## config.mk

```make
export PLATFORM = sky130hd
export DESIGN_NAME = stopwatch_sequencer
export DESIGN_NICKNAME = d
export VERILOG_FILES = /design/src/rtl/stopwatch_sequencer.sv
export SDC_FILE = /design/constraint.sdc
export NUM_CORES = 1
export LEC_CHECK = 0
export CORE_AREA = 8 8 59 61
export DETAILED_ROUTE_END_ITERATION = 10
export DIE_AREA = 0 0 67 69
export PLACE_DENSITY = 0.63
export SYNTH_ARGS = -nofsm -noshare
export SYNTH_HDL_FRONTEND = slang
export SYNTH_SLANG_ARGS = --single-unit
```

## constraint.sdc

```tcl
create_clock -name clk -period 1.4 [get_ports clk]
set_input_delay 0.35 -clock clk [delete_from_list [all_inputs] [get_ports clk]]
set_output_delay 0.35 -clock clk [all_outputs]
set_load 0.01 [all_outputs]
```

## src/rtl/stopwatch_sequencer.sv

```systemverilog
// Stopwatch control sequencer: turns debounced button/switch levels and divider tick strobes
// into one-cycle clear/increment commands for the MM:SS counter plus display mode flags.
// Everything runs on clk; the ticks are clock enables, not derived clocks.
// Optional lap/freeze display hold is built when STOPWATCH_LAP_EN is defined.
module stopwatch_sequencer #(
   parameter bit          AUTO_START = 1'b0,
   parameter int unsigned ADJ_DIV    = 1,
   parameter int unsigned BLINK_DIV  = 1
) (
   input  logic       clk,
   input  logic       reset_n,
   input  logic       reset_btn,
   input  logic       pause_btn,
   input  logic       sel,
   input  logic       adj,
   input  logic       tick_run,
   input  logic       tick_adj,
   input  logic       tick_blink,
`ifdef STOPWATCH_LAP_EN
   input  logic       lap_btn,
   output logic       freeze,
`endif
   output logic       clr,
   output logic       inc_sec,
   output logic       inc_min,
   output logic       adj_mode,
   output logic       blink,
   output logic [1:0] state
);

   typedef enum logic [1:0] {
      StIdle   = 2'b00,
      StRun    = 2'b01,
      StPaused = 2'b10,
      StAdjust = 2'b11
   } state_e;

   localparam state_e      RESET_STATE = AUTO_START ? StRun : StIdle;
   localparam logic [3:0] ADJ_LAST    = 4'(ADJ_DIV - 1);
   localparam logic [3:0] BLINK_LAST  = 4'(BLINK_DIV - 1);

   state_e     state_q, state_d;
   logic       run_flag_q, run_flag_d;
   logic       reset_prev_q, pause_prev_q;
   logic [3:0] adj_cnt_q, adj_cnt_d;
   logic [3:0] blink_cnt_q, blink_cnt_d;
   logic       clr_q, clr_d;
   logic       inc_sec_q, inc_sec_d;
   logic       inc_min_q, inc_min_d;
   logic       adj_mode_q, adj_mode_d;
   logic       blink_q, blink_d;
   logic       reset_edge, pause_edge;

`ifdef STOPWATCH_LAP_EN
   logic       lap_prev_q;
   logic       freeze_q, freeze_d;
   logic       lap_edge;
`endif

   // Next-state and command decode; priority is reset_btn edge > adj level > pause edge > ticks.
   always_comb begin
      reset_edge  = reset_btn & ~reset_prev_q;
      pause_edge  = pause_btn & ~pause_prev_q;
      state_d     = state_q;
      run_flag_d  = run_flag_q;
      adj_cnt_d   = adj_cnt_q;
      blink_cnt_d = blink_cnt_q;
      blink_d     = blink_q;
      clr_d       = 1'b0;
      inc_sec_d   = 1'b0;
      inc_min_d   = 1'b0;

      if (reset_edge) begin
         clr_d       = 1'b1;
         run_flag_d  = 1'b0;
         adj_cnt_d   = '0;
         blink_cnt_d = '0;
         blink_d     = 1'b1;
         state_d     = adj ? StAdjust : StIdle;
      end else if (adj) begin
         if (state_q != StAdjust) begin
            // Entering adjust: restart the increment divider and blink phase.
            state_d     = StAdjust;
            adj_cnt_d   = '0;
            blink_cnt_d = '0;
            blink_d     = 1'b1;
         end else begin
            // run_flag remembers where to go when adjust ends.
            if (pause_edge) run_flag_d = ~run_flag_q;
            if (tick_adj) begin
               if (adj_cnt_q == ADJ_LAST) begin
                  adj_cnt_d = '0;
                  if (sel) inc_sec_d = 1'b1;
                  else     inc_min_d = 1'b1;
               end else begin
                  adj_cnt_d = adj_cnt_q + 4'd1;
               end
            end
            if (tick_blink) begin
               if (blink_cnt_q == BLINK_LAST) begin
                  blink_cnt_d = '0;
                  blink_d     = ~blink_q;
               end else begin
                  blink_cnt_d = blink_cnt_q + 4'd1;
               end
            end
         end
      end else begin
         unique case (state_q)
            StIdle: begin
               if (pause_edge) begin
                  state_d    = StRun;
                  run_flag_d = 1'b1;
               end
            end
            StRun: begin
               // A tick coinciding with pause still counts.
               if (tick_run) inc_sec_d = 1'b1;
               if (pause_edge) begin
                  state_d    = StPaused;
                  run_flag_d = 1'b0;
               end
            end
            StPaused: begin
               if (pause_edge) begin
                  state_d    = StRun;
                  run_flag_d = 1'b1;
               end
            end
            StAdjust: begin
               // A pause edge on the exit cycle still toggles the resume target.
               run_flag_d = run_flag_q ^ pause_edge;
               state_d    = run_flag_d ? StRun : StPaused;
               blink_d    = 1'b1;
            end
         endcase
      end

      adj_mode_d = (state_d == StAdjust);
   end

`ifdef STOPWATCH_LAP_EN
   // Freeze toggles on lap edges while staying in RUN; any other outcome clears it.
   always_comb begin
      lap_edge = lap_btn & ~lap_prev_q;
      freeze_d = freeze_q;
      if (state_d != StRun || reset_edge) begin
         freeze_d = 1'b0;
      end else if (state_q == StRun && lap_edge) begin
         freeze_d = ~freeze_q;
      end
   end
`endif

   // State and output registers; prev registers track inputs during reset to suppress edges.
   always_ff @(posedge clk) begin
      if (!reset_n) begin
         state_q      <= RESET_STATE;
         run_flag_q   <= AUTO_START;
         reset_prev_q <= reset_btn;
         pause_prev_q <= pause_btn;
         adj_cnt_q    <= '0;
         blink_cnt_q  <= '0;
         clr_q        <= 1'b0;
         inc_sec_q    <= 1'b0;
         inc_min_q    <= 1'b0;
         adj_mode_q   <= 1'b0;
         blink_q      <= 1'b1;
`ifdef STOPWATCH_LAP_EN
         lap_prev_q   <= lap_btn;
         freeze_q     <= 1'b0;
`endif
      end else begin
         state_q      <= state_d;
         run_flag_q   <= run_flag_d;
         reset_prev_q <= reset_btn;
         pause_prev_q <= pause_btn;
         adj_cnt_q    <= adj_cnt_d;
         blink_cnt_q  <= blink_cnt_d;
         clr_q        <= clr_d;
         inc_sec_q    <= inc_sec_d;
         inc_min_q    <= inc_min_d;
         adj_mode_q   <= adj_mode_d;
         blink_q      <= blink_d;
`ifdef STOPWATCH_LAP_EN
         lap_prev_q   <= lap_btn;
         freeze_q     <= freeze_d;
`endif
      end
   end

   assign clr      = clr_q;
   assign inc_sec  = inc_sec_q;
   assign inc_min  = inc_min_q;
   assign adj_mode = adj_mode_q;
   assign blink    = blink_q;
   assign state    = state_q;
`ifdef STOPWATCH_LAP_EN
   assign freeze   = freeze_q;
`endif

endmodule

```

==> impl_metrics.ini <==
[clock_network]
cts_buffer_count = 3
h_tree_level_count = 1
clock_sink_count = 18
cts_hold_buffers = 0
tritoncts_clock_tree = built
clk_latency_ns = 0.30
clock-root-buffer = clkbuf_4
cts_buffer_depth = 2
cts.clk_slew.worst_paths_ns = 0.11

[synth]
syn_area_per_cell_um2 = 8.30
netlist_instances = 102
syn-num-nets = 115
leading_area_contributor_after_synthesis = dfxtp_1
synth_cell_types = 30
synth_top_area_share_pct = 42.5
synth_sequential_area_ratio_pct = 42.5
synth_area_um2 = 847
synthesis.yosys.warnings = 0
synth-seq-cells = 18
synth_area_leaders = dfxtp_1 43%, nor2_1 8.0%, ha_1 5.9%

[global_routing]
first_global_vias = 772
grt_antenna_before_repair = 0
grt_start_max_net_pins = 11
grt_usage_pct = 8.60
grt-ovfl-total = 0
grt_pass1_wl_um = 3240

[min_path]
hold-path-cell-count = 1
timing.hold.worst.class = flip-flop to flip-flop
hp-start = adj_cnt_q[3]

[setup_path]
crit_slowest_cell = or4_1
r2r-start = adj_cnt_q[0]
path_delay_family = simple AND/OR/NAND/NOR gates
timing_worst_setup_path_type = flip-flop to flip-flop
worst_ep_required_time_ns = 1.65
worstSetupStartpointType = flip-flop
worstSetupStartpoint = adj_cnt_q[0]
critical-path-max-stage-delay_ns = 0.46
largest_driver_fanout_on_the_critical_path = 3
critical_path.cell_chain = inv_1 -> ha_1 -> nor3b_1 -> or4_1 -> a21oi_1
path_depth = 5
arrival_ns = 1.61
critPathCaptureType = flip-flop
crit_buf_inv = 1
rr_worst_depth = 5

[placement]
dp_hpwl_um = 1530
dp_slack_ns = -0.417
gpl.final_weighted_congestion = 0.824
placedInstanceArea_um2 = 1160
place.port_buffers = 15

[floorplan]
initial_util_pct = 32.4
full_die_area_um2 = 4620
row_count = 19
dieWidth_um = 67
pin_count = 16
die_h_um = 69
core-area_um2 = 2620

[detailed_routing]
avgRoutedWirePerCell_um = 11.6
detail_route.first_pass.iterations = 4
drtAntennaViolNets = 0
drc_violation_count_after_routing = 0
dr.first_iter.drc_count = 19
vias = 815
drt-vias-per-instance = 4.79
routed_wirelength_um = 1970

[sta]
final.min_clock_period_ns = 1.36
timing.max_slew.rel_slack_pct = 82.5
max_freq_mhz = 733
worst-slew-pin-transition_ns = 0.260
final.setup_skew_ns = 0.0111
finalMaxSlewViolations = 0
timing.final.hold_violations = 0
setup_repair_after_global_routing_missed_its_margin = yes
final.period_utilization_pct = 97.4
setup_viol = 0
setup_ws_ns = 0.0363

[cells_and_area]
drive_gt1_share_pct = 31.7
relative_area_change_from_synthesis_to_final_layout_pct = 48.4
num-fill-cells = 266
final_core_util_pct = 48.1
final_nets = 153
regArea_um2 = 368
multi_input_area_um2 = 480
finish.instance_area_um2 = 1260
diodes = 0

[power_and_ir_drop]
power.density_cell_area_nw_per_um2 = 814
leakagePower_nw = 0.538
power.ir.vdd_worst_mv = 0.554

[outcome]
outcome = completed

[run]
timing.max_cap.violations = 0
## timing repair
item,in CTS,in global routing
buffers inserted,0,1
endpoints found under the setup margin,13,3
pin swaps,3,4
gates resized for setup,22,5
## placed cells by master, fill, tap and decap left out, drive strengths merged, types with 2 or more instances in the layout
master and n:
nand3 3, buf 21, nor2 18, a22oi 4, dlygate4sd2 8, dfxtp 18, or4 2, o21ai 8
clkbuf 4, nand2b 3, a21oi 8, nor3b 2, clkdlybuf4s50 6, inv 9, o31ai 2, nor3 2
nand2 6, ha 4
## layer usage
metal | vias to the layer above | share of wire [%] | wire length (um) | track usage, %
met5 | - | 0 | 0 | 0
met4 | 0 | 1.3 | 25 | 2.56
met3 | 5 | 4.6 | 91 | 4.20
met2 | 13 | 48 | 946 | 13.3
met1 | 368 | 46 | 910 | 10.1
li1 | 429 | - | - | -
## flip-flops by register name, summed over array words and instances (netlist names)
register / cells
blink_cnt_q: 4
adj_cnt_q: 4
state: 2
pause_prev_q: 1
inc_min: 1
clr: 1
blink: 1
adj_mode: 1
inc_sec: 1
reset_prev_q: 1
run_flag_q: 1
## power by group
group	internal [mW]	total, mW	switching (mW)
registers	0.529	0.544	0.0146
clock network	0.159	0.327	0.168
logic	0.0814	0.152	0.0711
## worst reg2reg max path: stages (launching register included)
cell     delay [ns]
dfxtp_2        0.35
inv_1          0.04
ha_1           0.19
nor3b_1        0.15
or4_1          0.46
a21oi_1        0.12
## stage by stage
step	TNS, ns	power [mW]	cells	hold slack, ns
after global routing	-0.0576	1.08	170	0.491
after global placement	-3.40	0.712	165	0.461
after floorplan	0	0.624	102	0.378
after CTS	-0.00750	1.05	169	0.480
final	0	1.02	170	0.476
after detailed placement	-3.68	0.714	165	0.459
## cells in the mapped netlist (all sizes together)
master	count
a31oi	1
nand3	3
or4	2
and4	1
a211oi	1
and4bb	1
a21boi	1
buf	3
dfxtp	18
a2111oi	1
o31ai	2
a21oi	8
a21o	1
nand2	6
nand4	1
or2b	1
nor3b	2
nand2b	3
o21ai	8
inv	9
ha	4
nor3	2
and3	1
nor2	18
a22oi	4
## path summary, 6_finish.rpt
kind	to	slack, ns
worst max-delay path	adj_cnt_q[2]	0.04
worst min-delay path	adj_cnt_q[3]	0.48
worst max register to register	adj_cnt_q[2]	0.04
worst min register to register	adj_cnt_q[3]	0.48
## cell type report
cell class | count | area share (%)
Multi-Input combinational cell | 72 | 38.2
Inverter | 9 | 2.69
Clock buffer | 4 | 2.89
Timing Repair Buffer | 36 | 23.9
Sequential cell | 18 | 29.3
Tap cell | 31 | 3.08
## logic make-up (layout without fill, tap and decap cells)
group	Yosys count	after routing	share of synthesized area (%)
AO/OA/AOI/OAI	27	27	19.6
adder cells (fa/ha/maj)	4	4	5.91
buffers and inverters	12	49	6.65
flip-flops	18	18	42.5
AND/OR/NAND/NOR	41	41	25.3
Note: power is estimated with default switching activity, not from simulation.
